### src/rtl/wb_stage.sv
// ---------------------------------------------------------------------------
// wb_stage -- dual-issue write-back pipeline stage.
//
// Purpose:
//   Holds one W-stage register per lane, capturing the lane's M-stage
//   results. From the registered contents it produces the register-file
//   write ports. Load data is extracted here: byte, halfword or word,
//   sign- or zero-extended. When both lanes target the same register,
//   the younger lane (lane 2) wins.
//
// Configuration:
//   WB_RETIRE_CNT_EN -- when defined, adds a 32-bit retired-instruction
//                       counter and its output port retire_cnt.
//
// Ports:
//   clk, rst                 clock, synchronous active-high reset
//   stallW, flushW           hold W contents / load a bubble into W
//   validM1/2, regwriteM1/2  lane present / lane writes a register
//   memtoregM1/2             result is load data (1) or ALU result (0)
//   waM1/2                   destination register
//   aluoutM1/2               ALU result or load byte address
//   readdataM1/2             raw aligned memory word
//   ldtypeM1/2               000 lw, 001 lb, 010 lbu, 011 lh, 100 lhu
//   we13/23, wa13/23, wd13/23  register-file write ports, lane 1 / lane 2
//   retire_cnt               retired-instruction count (optional)
// ---------------------------------------------------------------------------
module wb_stage (
   input  logic        clk,
   input  logic        rst,
`ifdef WB_RETIRE_CNT_EN
   output logic [31:0] retire_cnt,
`endif
   input  logic        stallW,
   input  logic        flushW,
   input  logic        validM1,
   input  logic        validM2,
   input  logic        regwriteM1,
   input  logic        regwriteM2,
   input  logic        memtoregM1,
   input  logic        memtoregM2,
   input  logic [4:0]  waM1,
   input  logic [4:0]  waM2,
   input  logic [31:0] aluoutM1,
   input  logic [31:0] aluoutM2,
   input  logic [31:0] readdataM1,
   input  logic [31:0] readdataM2,
   input  logic [2:0]  ldtypeM1,
   input  logic [2:0]  ldtypeM2,
   output logic        we13,
   output logic        we23,
   output logic [4:0]  wa13,
   output logic [4:0]  wa23,
   output logic [31:0] wd13,
   output logic [31:0] wd23
);

   typedef struct packed {
      logic        valid;
      logic        regwrite;
      logic        memtoreg;
      logic [4:0]  wa;
      logic [31:0] aluout;
      logic [31:0] readdata;
      logic [2:0]  ldtype;
   } w_lane_t;

   localparam w_lane_t LANE_CLEAR = '0;

   w_lane_t w1_q, w1_d;
   w_lane_t w2_q, w2_d;
   w_lane_t m1, m2;

   logic we1_raw, we2_raw;

   // Selects the byte/halfword/word named by the load type and address,
   // then extends it to 32 bits. Unused ldtype codes behave as lw.
   function automatic logic [31:0] extract_load(input logic [2:0]  ldtype,
                                                input logic [1:0]  addr,
                                                input logic [31:0] word);
      logic [7:0]  byte_sel;
      logic [15:0] half_sel;
      logic [31:0] result;
      case (addr)
         2'd0:    byte_sel = word[7:0];
         2'd1:    byte_sel = word[15:8];
         2'd2:    byte_sel = word[23:16];
         default: byte_sel = word[31:24];
      endcase
      half_sel = addr[1] ? word[31:16] : word[15:0];
      case (ldtype)
         3'b001:  result = {{24{byte_sel[7]}}, byte_sel};
         3'b010:  result = {24'd0, byte_sel};
         3'b011:  result = {{16{half_sel[15]}}, half_sel};
         3'b100:  result = {16'd0, half_sel};
         default: result = word;
      endcase
      return result;
   endfunction

   // Bundle the M-stage inputs per lane so the capture logic reads as one
   // register update instead of seven.
   always_comb begin
      m1 = '{validM1, regwriteM1, memtoregM1, waM1, aluoutM1, readdataM1, ldtypeM1};
      m2 = '{validM2, regwriteM2, memtoregM2, waM2, aluoutM2, readdataM2, ldtypeM2};
   end

   // Next-state for the W registers. Reset beats flush, and flush beats
   // stall. A flush only clears the valid bits; the remaining fields are
   // held because they are don't-care once the lane is invalid.
   always_comb begin
      w1_d = w1_q;
      w2_d = w2_q;
      if (rst) begin
         w1_d = LANE_CLEAR;
         w2_d = LANE_CLEAR;
      end else if (flushW) begin
         w1_d.valid = 1'b0;
         w2_d.valid = 1'b0;
      end else if (!stallW) begin
         w1_d = m1;
         w2_d = m2;
      end
   end

   // W-stage register bank; reset is applied through w*_d.
   always_ff @(posedge clk) begin
      w1_q <= w1_d;
      w2_q <= w2_d;
   end

   // Write-port generation. Register 0 is never written. When both lanes
   // hit the same register, lane 1's write is suppressed so the younger
   // result lands.
   always_comb begin
      we1_raw = w1_q.valid & w1_q.regwrite & (w1_q.wa != 5'd0);
      we2_raw = w2_q.valid & w2_q.regwrite & (w2_q.wa != 5'd0);
      we13    = we1_raw & ~(we2_raw & (w1_q.wa == w2_q.wa));
      we23    = we2_raw;
      wa13    = w1_q.wa;
      wa23    = w2_q.wa;
      wd13    = w1_q.memtoreg ? extract_load(w1_q.ldtype, w1_q.aluout[1:0], w1_q.readdata)
                              : w1_q.aluout;
      wd23    = w2_q.memtoreg ? extract_load(w2_q.ldtype, w2_q.aluout[1:0], w2_q.readdata)
                              : w2_q.aluout;
   end

`ifdef WB_RETIRE_CNT_EN
   logic [31:0] retire_cnt_q, retire_cnt_d;

   // Retirement happens when an instruction leaves W, so the count adds
   // the valid bits currently in W on every non-stalled edge. This still
   // counts instructions being flushed out. Bubbles loaded by a flush are
   // not counted because their valid bits are cleared.
   always_comb begin
      retire_cnt_d = retire_cnt_q;
      if (rst) begin
         retire_cnt_d = 32'd0;
      end else if (!stallW) begin
         retire_cnt_d = retire_cnt_q + {31'd0, w1_q.valid} + {31'd0, w2_q.valid};
      end
   end

   // Counter register; wraps naturally modulo 2^32.
   always_ff @(posedge clk) begin
      retire_cnt_q <= retire_cnt_d;
   end

   assign retire_cnt = retire_cnt_q;
`endif

endmodule

### config.mk
export PLATFORM = sky130hd
export DESIGN_NAME = wb_stage
export DESIGN_NICKNAME = d
export VERILOG_FILES = /design/src/rtl/wb_stage.sv
export SDC_FILE = /design/constraint.sdc
export NUM_CORES = 1
export LEC_CHECK = 0
export ABC_AREA = 1
export ABC_CLOCK_PERIOD_IN_PS = 3200
export CAP_MARGIN = 5
export CORE_UTILIZATION = 31
export CTS_CLUSTER_SIZE = 28
export DETAILED_ROUTE_END_ITERATION = 7
export SLEW_MARGIN = 20
export SYNTH_ARGS = -nofsm -noshare
export SYNTH_HDL_FRONTEND = slang
export SYNTH_SLANG_ARGS = --single-unit
export TNS_END_PERCENT = 1
### constraint.sdc
create_clock -name clk -period 3.2 [get_ports clk]
set_input_delay 0.48 -clock clk [delete_from_list [all_inputs] [get_ports clk]]
set_output_delay 0.48 -clock clk [all_outputs]
set_load 0.01 [all_outputs]
==> results.sh <==
export IMPL_status="completed"
export IMPL_crit_arrival_ns=2.57
export IMPL_place_congestion=0.934
export IMPL_io_pins=230
export IMPL_dpl_hpwl_um=20600
export IMPL_ir_drop_v=0.000258
export IMPL_fin_crit_ns=3.05
export IMPL_use_met2=0.366
export IMPL_setup_ws_ns=0.146
export IMPL_fin_area_um2=10900
export IMPL_cts_setup_buffers=0
export IMPL_cp_start_kind="flop"
export IMPL_ys_types=26
export IMPL_cts_htree_levels=4
export IMPL_finalCritPeriodShare=0.954
export IMPL_top_usage_layer="met2"
export IMPL_drt_first_iter_violations=660
export IMPL_chipWidth_um=161
export IMPL_syn_inst=1280
export IMPL_grtUsageMet1=0.277
export IMPL_crit_path_max_fanout=18
export IMPL_fill_cells=2586
export IMPL_fin_nets=1614
export IMPL_criticalPathCategory="flop to output pin"
export IMPL_grtUsageMet3=0.0439
export IMPL_final_seq_area_um2=3010
export IMPL_antenna_found_initial=1
export IMPL_postCtsHoldBufs=0
export IMPL_ys_warn_count=0
export IMPL_fp_row_count=57
export IMPL_maxCapViolations=0
export IMPL_grt_pass1_vias=8362
export IMPL_clock_skew_ns=0
export IMPL_core_area_um2=24500
export IMPL_worst_pin_slew_ns=1.10
export IMPL_grt_usage=0.218
export IMPL_maxSlewHeadroom=0.267
export IMPL_vias_per_cell=4.86
export IMPL_fmax_ghz=0.327
export IMPL_post_route_drc_count=0
export IMPL_power_leakage_nw=4.70
export IMPL_power_density_nw_per_um2=481
export IMPL_multi_input_area_um2=4220
export IMPL_die_height_um=161
export IMPL_vias=8735
export IMPL_hold_viol=0
export IMPL_ys_seq_elements=150
export IMPL_drt_pass1_iterations=4
export IMPL_final_antenna_net_count=0
export IMPL_rsz0062_at_grt="true"
export IMPL_syn_area_per_cell_um2=6.11
export IMPL_tritoncts="yes"
export IMPL_syn_cell_area_um2=7820
export IMPL_grt_pass1_wl_um=44300
export IMPL_areaGrowthSynthToFinish_pct=39.5
export IMPL_io_buffers=229
export IMPL_dieArea_um2=25900
export IMPL_wl_per_cell_um=15.9
export IMPL_drive_gt1_frac=0.0570
export IMPL_worstPathRequired_ns=2.72
export IMPL_ys_seq_area_frac=0.384
export IMPL_clkTransAtPathRegs_ns=0.07
export IMPL_cts_path_max_buffers=2
export IMPL_total_power_w=0.00524
export IMPL_post_place_ws_ns=0.466
export IMPL_initial_utilization=0.319
export IMPL_postPlaceCellArea_um2=10300
export IMPL_finalSetupViolCount=0
export IMPL_min_path_type="flop to flop"
export IMPL_clkSinkCount=150
export IMPL_cts_root_buf="clkbuf_16"
export IMPL_insertion_delay_ns=0.43
export IMPL_postRouteWirelength_um=28600
export IMPL_cts_buffers=17
export IMPL_synth_nets=1434
export IMPL_cp_end_kind="output pin"
export IMPL_globalRouteOverflowTotal=0
export IMPL_drv_slew=0
export IMPL_grt_max_degree=114
## sequential cells by signal, summed over array words and instances, names as in the netlist
name and flops:
w2_q 70, wa23 5, w1_q 70, wa13 5
## critical path, cell delays in order, from the launching register on
cell and delay, ns:
dfxtp_1 0.37, inv_1 0.11, nand3_1 0.11, nand2_2 0.26, nor2_4 0.37, nand2_1 0.08
nand2_1 0.07, nor2_1 0.05, nor2_1 0.16, clkdlybuf4s50_1 0.57
## cell families (layout without fill, tap and decap cells)
group,after synthesis,after routing,share of synthesized area
flops,150,150,0.384
buf+inv,146,338,0.0803
xor+xnor,5,5,0.00560
simple gates,738,739,0.375
compound gates,241,241,0.155
other cells,0,1,0
## cells in the mapped netlist (all sizes together)
| cell | number | share of area |
|---|---|---|
| a21oi | 63 | 0.040 |
| o21ai | 175 | 0.11 |
| dfxtp | 150 | 0.38 |
| nand3 | 84 | 0.056 |
| nand2 | 285 | 0.14 |
| inv | 54 | 0.026 |
| clkbuf | 61 | 0.029 |
| xnor2 | 3 | 0.0034 |
| nor2 | 363 | 0.18 |
| nor3 | 2 | 0.0013 |
| o211ai | 2 | 0.0019 |
| o21a | 1 | 0.00096 |
| or2 | 4 | 0.0032 |
| buf | 31 | 0.025 |
| xor2 | 2 | 0.0022 |
## cell type report
class	count	share of cell area
repair buffers	252	0.229
multi-input cells	985	0.387
clock buffers	18	0.0393
inverters	54	0.0189
diodes	1	0.000229
flip-flops and latches	150	0.276
clock inverters	14	0.0132
well taps	324	0.0371
## placed cells by master (no fill, tap or decap), drive strengths merged
cell,count
clkbuf,18
clkinv,8
inv,58
or2,4
diode,1
o21ai,175
nand3,84
nand2,285
dfxtp,150
a21oi,63
buf,23
dlymetal6s2s,1
bufinv,1
o211ai,2
nor3,2
xnor2,3
nor2,364
clkinvlp,1
o21a,1
clkdlybuf4s50,228
xor2,2
## through the flow
step	hold slack [ns]	utilization	setup TNS (ns)	std cells
finish	0.456	0.445	0	1798
CTS	0.458	0.443	0	1796
floorplan	0.432	-	0	1280
global route	0.476	0.445	-0.0392	1797
global placement	0.450	0.420	0	1764
detailed placement	0.447	0.420	0	1764
## power breakdown
part,internal [W],switching [W]
clock network,0.00109,0.000892
logic,0.000548,0.000601
registers,0.00199,0.000118
total,0.00363,0.00161
## worst paths after layout
| path | from | end | slack [ns] | cells after the start |
|---|---|---|---|---|
| setup / recovery | w2_q[2] | wd23[31] | 0.15 | 9 |
| hold / removal | w2_q[74] | w2_q[74] | 0.46 | 2 |
| setup reg to reg | w1_q[72] | w1_q[72] | 2.07 | 2 |
| hold reg to reg | w2_q[74] | w2_q[74] | 0.46 | 2 |
## routing by layer
metal,share of wire,vias to the layer above
met5,0,-
met4,0.023,0
met3,0.058,39
met2,0.47,296
met1,0.45,3974
li1,-,4426
## what timing repair did
action,CTS,global route
resized for setup,1,11
setup endpoints to repair,1,47
pin swaps,1,1
gates cloned,0,1
No activity file was read; power rests on OpenSTA's default activity.
